## config.mk

```make
export PLATFORM = sky130hd
export DESIGN_NAME = fft_iter
export DESIGN_NICKNAME = d
export VERILOG_FILES = /design/src/rtl/fft_iter.sv
export SDC_FILE = /design/constraint.sdc
export NUM_CORES = 2
export LEC_CHECK = 0
export BUFFER_PORTS_ARGS = -buffer_cell sky130_fd_sc_hd__buf_2
export CORE_MARGIN = 2
export CORE_UTILIZATION = 50
export CTS_BUF_LIST = sky130_fd_sc_hd__clkbuf_2 sky130_fd_sc_hd__clkbuf_4 sky130_fd_sc_hd__clkbuf_8
export CTS_CLUSTER_SIZE = 40
export DETAILED_ROUTE_END_ITERATION = 8
export GPL_TIMING_DRIVEN = 0
export PLACE_DENSITY = 0.73
export SYNTH_ARGS = -nofsm -noshare
export SYNTH_HDL_FRONTEND = slang
export SYNTH_SLANG_ARGS = --single-unit
export TNS_END_PERCENT = 20
```

## constraint.sdc

```tcl
create_clock -name ck -period 31.2 [get_ports ck]
set_clock_uncertainty 0.05 [all_clocks]
set_input_delay 6.24 -clock ck [delete_from_list [all_inputs] [get_ports ck]]
set_output_delay 6.24 -clock ck [all_outputs]
set_load 0.02 [all_outputs]
```

## src/rtl/fft_iter.sv

```systemverilog
// fft_iter: iterative N-point radix-2 decimation-in-time FFT.
// Samples are streamed in, stored at bit-reversed addresses, transformed
// in place at one butterfly per clock, then streamed out in natural order.
// Optional build macro: FFT_SCALE_EN halves both butterfly outputs at every
// stage, giving an overall 1/N scaling.
module fft_iter #(
    parameter int W    = 16,
    parameter int LOGN = 3,
    parameter int FRAC = 11
) (
    input  logic              ck,
    input  logic              rst,
    input  logic              in_valid,
    output logic              in_ready,
    input  logic [2*W-1:0]    in_data,
    output logic              out_valid,
    input  logic              out_ready,
    output logic [2*W-1:0]    out_data,
    output logic              out_last,
    output logic [LOGN-2:0]   tw_addr,
    input  logic [2*W-1:0]    tw_data,
    output logic              busy
);
    localparam int N  = 1 << LOGN;
    localparam int SW = $clog2(LOGN);
    // Only the low W+FRAC bits of a product survive the shift-and-truncate,
    // so the products are formed modulo 2^(W+FRAC).
    localparam int PW = W + FRAC;

    localparam logic [LOGN-1:0] CNT_LAST = LOGN'(N - 1);
    localparam logic [LOGN-2:0] BF_LAST  = '1;
    localparam logic [SW-1:0]   ST_LAST  = SW'(LOGN - 1);

    typedef enum logic [1:0] {S_IDLE, S_LOAD, S_CALC, S_UNLOAD} state_t;

    state_t              r_state;
    logic [LOGN-1:0]     r_cnt;
    logic [LOGN-2:0]     r_bf;
    logic [SW-1:0]       r_stage;
    logic [LOGN-1:0]     r_ucnt;
    logic                r_in_ready;
    logic                r_out_valid;
    logic                r_out_last;
    logic [2*W-1:0]      r_out_data;
    logic                r_busy;
    logic [2*W-1:0]      r_mem [N];

    logic [LOGN-1:0]     w_ld_addr;
    logic                w_ld_we;
    logic [LOGN-1:0]     w_bfx, w_mask, w_j, w_top, w_bot, w_kfull;
    logic [SW-1:0]       w_ksh;
    logic [2*W-1:0]      w_a, w_b, w_top_new, w_bot_new;
    logic signed [W-1:0] w_ar, w_ai, w_br, w_bi, w_wr, w_wi, w_tr, w_ti;
    logic signed [PW-1:0] w_pr, w_pi;
    logic [W:0]          w_sr, w_si, w_dr, w_di;
    logic                w_unused;

    // Load address is the bit-reversed sample count.
    genvar gi;
    generate
        for (gi = 0; gi < LOGN; gi++) begin : g_rev
            assign w_ld_addr[gi] = r_cnt[LOGN-1-gi];
        end
    endgenerate

    assign w_ld_we   = in_valid && in_ready;
    assign in_ready  = r_in_ready && !rst;
    assign out_valid = r_out_valid;
    assign out_data  = r_out_data;
    assign out_last  = r_out_last;
    assign busy      = r_busy;
    assign tw_addr   = (r_state == S_CALC) ? w_kfull[LOGN-2:0] : '0;

    // Butterfly addressing: top = g*2h + j, bottom = top + h, k = j*N/(2h).
    always_comb begin
        w_bfx   = {1'b0, r_bf};
        w_mask  = (LOGN'(1) << r_stage) - LOGN'(1);
        w_j     = w_bfx & w_mask;
        w_top   = (((w_bfx >> r_stage) << r_stage) << 1) | w_j;
        w_bot   = w_top | (LOGN'(1) << r_stage);
        w_ksh   = ST_LAST - r_stage;
        w_kfull = w_j << w_ksh;
    end

    // Complex multiply t = W_k * b, then a +/- t with wrap-around.
    always_comb begin
        w_a  = r_mem[w_top];
        w_b  = r_mem[w_bot];
        w_ar = w_a[2*W-1:W];
        w_ai = w_a[W-1:0];
        w_br = w_b[2*W-1:W];
        w_bi = w_b[W-1:0];
        w_wr = tw_data[2*W-1:W];
        w_wi = tw_data[W-1:0];
        w_pr = PW'(w_wr) * PW'(w_br) - PW'(w_wi) * PW'(w_bi);
        w_pi = PW'(w_wr) * PW'(w_bi) + PW'(w_wi) * PW'(w_br);
        w_tr = w_pr[PW-1:FRAC];
        w_ti = w_pi[PW-1:FRAC];
        w_sr = {w_ar[W-1], w_ar} + {w_tr[W-1], w_tr};
        w_si = {w_ai[W-1], w_ai} + {w_ti[W-1], w_ti};
        w_dr = {w_ar[W-1], w_ar} - {w_tr[W-1], w_tr};
        w_di = {w_ai[W-1], w_ai} - {w_ti[W-1], w_ti};
`ifdef FFT_SCALE_EN
        w_top_new = {w_sr[W:1], w_si[W:1]};
        w_bot_new = {w_dr[W:1], w_di[W:1]};
        w_unused  = ^{w_pr[FRAC-1:0], w_pi[FRAC-1:0], w_kfull[LOGN-1],
                      w_sr[0], w_si[0], w_dr[0], w_di[0]};
`else
        w_top_new = {w_sr[W-1:0], w_si[W-1:0]};
        w_bot_new = {w_dr[W-1:0], w_di[W-1:0]};
        w_unused  = ^{w_pr[FRAC-1:0], w_pi[FRAC-1:0], w_kfull[LOGN-1],
                      w_sr[W], w_si[W], w_dr[W], w_di[W]};
`endif
    end

    // Sample buffer: one load write port, two butterfly write ports; never reset.
    always_ff @(posedge ck) begin
        if (w_ld_we) begin
            r_mem[w_ld_addr] <= in_data;
        end
        if (r_state == S_CALC) begin
            r_mem[w_top] <= w_top_new;
            r_mem[w_bot] <= w_bot_new;
        end
    end

    // Control FSM with registered handshake and status outputs.
    always_ff @(posedge ck) begin
        if (rst) begin
            r_state     <= S_IDLE;
            r_cnt       <= '0;
            r_bf        <= '0;
            r_stage     <= '0;
            r_ucnt      <= '0;
            r_in_ready  <= 1'b1;
            r_out_valid <= 1'b0;
            r_out_last  <= 1'b0;
            r_out_data  <= '0;
            r_busy      <= 1'b0;
        end else begin
            case (r_state)
                S_IDLE, S_LOAD: begin
                    if (w_ld_we) begin
                        r_cnt  <= r_cnt + 1'b1;
                        r_busy <= 1'b1;
                        if (r_cnt == CNT_LAST) begin
                            r_state    <= S_CALC;
                            r_in_ready <= 1'b0;
                        end else begin
                            r_state <= S_LOAD;
                        end
                    end
                end
                S_CALC: begin
                    r_bf <= r_bf + 1'b1;
                    if (r_bf == BF_LAST) begin
                        r_stage <= r_stage + 1'b1;
                        if (r_stage == ST_LAST) begin
                            // Bin 0 was finalised by the first butterfly of
                            // the last stage, so it can be presented now.
                            r_stage     <= '0;
                            r_state     <= S_UNLOAD;
                            r_out_valid <= 1'b1;
                            r_out_last  <= 1'b0;
                            r_out_data  <= r_mem[0];
                            r_ucnt      <= LOGN'(1);
                        end
                    end
                end
                S_UNLOAD: begin
                    if (out_ready) begin
                        if (r_out_last) begin
                            r_state     <= S_IDLE;
                            r_out_valid <= 1'b0;
                            r_out_last  <= 1'b0;
                            r_busy      <= 1'b0;
                            r_in_ready  <= 1'b1;
                            r_ucnt      <= '0;
                        end else begin
                            r_out_data <= r_mem[r_ucnt];
                            r_out_last <= (r_ucnt == CNT_LAST);
                            r_ucnt     <= r_ucnt + 1'b1;
                        end
                    end
                end
                default: r_state <= S_IDLE;
            endcase
        end
    end
endmodule

```

==> results.yml <==
grt:
  grt_start_max_net_pins: 33
  globalRoute.totalOverflow: 0
  groute.usage.overall_pct: 45.03
  grt_pass1_vias: 50980
  antenna_found_initial: 31
  grt_pass1_wl_um: 366400
worst_hold_path:
  class_of_the_most_critical_hold_timing_path: "reg2reg"
synthesis:
  dominant_cell_by_count_in_the_synthesized_netlist: "inv_1"
  synth_largest_type_area_fraction_pct: 33.86
  synth_area_per_cell_sq_um: 9.329
  ys_warn_count: 0
  synth_async_sr_flop_share_pct: 0
  syn_inst: 6135
  cells_taking_the_most_area_after_synthesis: "fa_1 (34%), edfxtp_1 (13%), inv_1 (7.7%), ha_1 (7.5%), nand2_1 (6.1%)"
  yosysSeqAreaShare_pct: 15.22
  ys_seq_elements: 307
  synth.mux.area_fraction_pct: 6.772
  synth_cell_types: 69
  synth.top_cells.by_count: "inv_1 (1,174), fa_1 (968), nand2_1 (929)"
  synth_compound_gate_area_share_pct: 8.471
  synth.largest_area_cell: "fa_1"
  post_synth_instance_area_sq_mm: 0.05723
  synth_flop_cell: "edfxtp_1"
  main_combinational_cell_family_by_area_after_synthesis: "adder cells"
  synthSimpleGateAreaFrac_pct: 14.89
  number_of_enable_flip_flop_cells_after_synthesis: 256
  syn-num-nets: 7516
  synth_fa_ha_area_share_pct: 41.40
  post_synth_xor_area_fraction_pct: 2.702
placement:
  placed_cell_area_sq_mm: 0.05986
  buffer_ports.inserted: 72
  gpl.final_weighted_congestion: 1.076
  post-place-cells: 7740
  place_hpwl_um: 201700
timing:
  setup_viol_count_final: 0
  post-route-min-period_ns: 18.82
  rsz0062_at_grt: "no"
  max_slew_margin_pct: -8.916
  finalMaxSlewViolations: 62
  fin_tns_setup_ns: 0
  worst_pin_slew_ns: 1.634
  period_utilisation_layout_pct: 60.33
  fmax_mhz: 53.12
  hold_violations: 0
floorplanning:
  die_y_um: 342.3
  start_util_pct: 50.26
  top_level_ports: 106
  die_width_um: 342.3
  fp.dieArea_sq_mm: 0.1172
  placement_rows: 124
  fp.coreArea_sq_mm: 0.1139
status:
  outcome: "finished with violations"
  violations_in_the_final_reports: "capacitance limit, slew limit"
critical_path:
  crit_type: "reg2reg"
  worst_ep_required_time_ns: 31.56
  critPathMaxFanout: 10
  timing.critical_path.to_type: "flip-flop"
  cpMaxStageDelayCell: "buf_1"
  arrival_time_reported_for_the_critical_path_endpoint_ns: 19.18
  worstSetupStartpointType: "flip-flop"
  cp_slowest_stage_delay_ns: 1.08
job:
  max_cap_violations: 7
route:
  totalWireLength_um: 261500
  drc_errors: 0
  final_antenna_net_count: 0
  first_pass_iteration_count_of_the_detailed_router: 6
  detailroute.via_count: 49450
  drtIter0Drc: 5967
  wl_per_cell_um: 33.24
  post_drt_via_cell_ratio: 6.288
clock_network:
  clock_tree.root_cell: "clkbuf_8"
  ctsHoldBuffers: 0
  htree_levels: 2
  cts_tree: "yes"
  cts_max_path_buffers: 3
  clk-insertion-delay-late_ns: 0.72
  postCtsSetupBuffers: 0
  cts_num_sinks: 307
  path_clk_slew_ns: 0.07
  cts-buffers-inserted: 50
  post_cts_resized: 0
finish:
  finished_layout_cells: 7865
  fillCellCount: 10470
  num-nets-final: 7661
  post-route-cell-area_sq_mm: 0.06102
  post_route_cells_drive_above_1_share_pct: 7.008
  syn2layout_area_growth_pct: 6.615
==> placed cells by master (no fill, tap or decap), types with 24 or more instances in the layout <==
master / count
edfxtp_1: 256
nor2_1: 184
diode_2: 32
o22ai_1: 31
buf_2: 94
ha_1: 345
nand2_1: 925
fa_1: 968
clkbuf_8: 58
o21ai_0: 101
a21oi_1: 186
nand3_1: 66
o21bai_1: 24
buf_1: 36
o211ai_1: 40
mux4_2: 128
and2_1: 541
xor2_1: 25
xnor2_1: 146
a211oi_1: 74
o221ai_1: 79
dfxtp_1: 51
mux2i_1: 88
or2_2: 27
inv_1: 1174
clkbuf_1: 322
clkbuf_2: 28
==> critical path: cells and delay by family (launching register included) <==
family | cells | cell delay (ns)
DFF | 1 | 0.37
and+or+nand+nor | 9 | 1.62
AOI/OAI and AO/OA | 15 | 5.99
buffers and inverters | 15 | 5.04
adders and majority gates | 12 | 5.39
==> flip-flops by register name (all words and copies together), names as in the netlist, named ones only <==
signal	cells
r_bf	2
out_data	32
r_stage	2
out_valid	1
r_mem	256
busy	1
out_last	1
r_state	2
r_ucnt	3
r_in_ready	1
r_cnt	3
==> final cells by class <==
cell class              instances  area (sq um)  share of cell area [%]
multi-input cells            4240         42600                   69.81
flip-flops and latches        307          8708                   14.27
diodes                         32         80.08                  0.1312
clock buffers                  78         948.4                   1.554
clock inverters                15         116.4                  0.1907
well taps                    1512          1892                   3.100
repair buffers                 93         623.1                   1.021
plain buffers                 414          1647                   2.698
inverters                    1174          4407                   7.222
==> cells by family after synthesis <==
logic type                 after synthesis
and+or+nand+nor                       1821
DFF                                    307
AOI/OAI and AO/OA                      706
xor gates and xnor gates               174
muxes                                  226
adders and majority gates             1313
buffers and inverters                 1588
==> metrics by stage <==
step / hold slack (ns) / setup WS [ns] / util (%)
5_1_grt: 0.4204 / 12.24 / 53.53
3_5_place_dp: 0.3880 / 12.16 / 52.57
3_3_place_gp: 0.3832 / 12.16 / 52.24
4_1_cts: 0.4033 / 12.80 / 53.50
2_1_floorplan: 0.3681 / 15.88 / -
6_report: 0.4048 / 12.38 / 53.58
==> path summary, 6_finish.rpt <==
path	start	endpoint	slack, ns	cells past startpoint
worst max-delay path	r_stage[0]$_SDFFE_PP0P_	r_mem[1][30]$_DFFE_PP_	12.38	51
worst min-delay path	out_data[27]$_SDFFE_PP0P_	out_data[27]$_SDFFE_PP0P_	0.40	2
worst max register to register	r_stage[0]$_SDFFE_PP0P_	r_mem[1][30]$_DFFE_PP_	12.38	51
worst min register to register	out_data[27]$_SDFFE_PP0P_	out_data[27]$_SDFFE_PP0P_	0.40	2
==> layer usage <==
layer / GRT usage, % / vias up / part of all wire (%)
met2: 68.14 / 3920 / 43
met1: 51.26 / 24510 / 33
li1: - / 19680 / -
met4: 39.67 / 14 / 11
met5: 1.185 / - / 0.11
met3: 14.40 / 1334 / 12
Power is not shown: default switching activity piles up to over one toggle a cycle in this logic, so the estimate is an artifact.
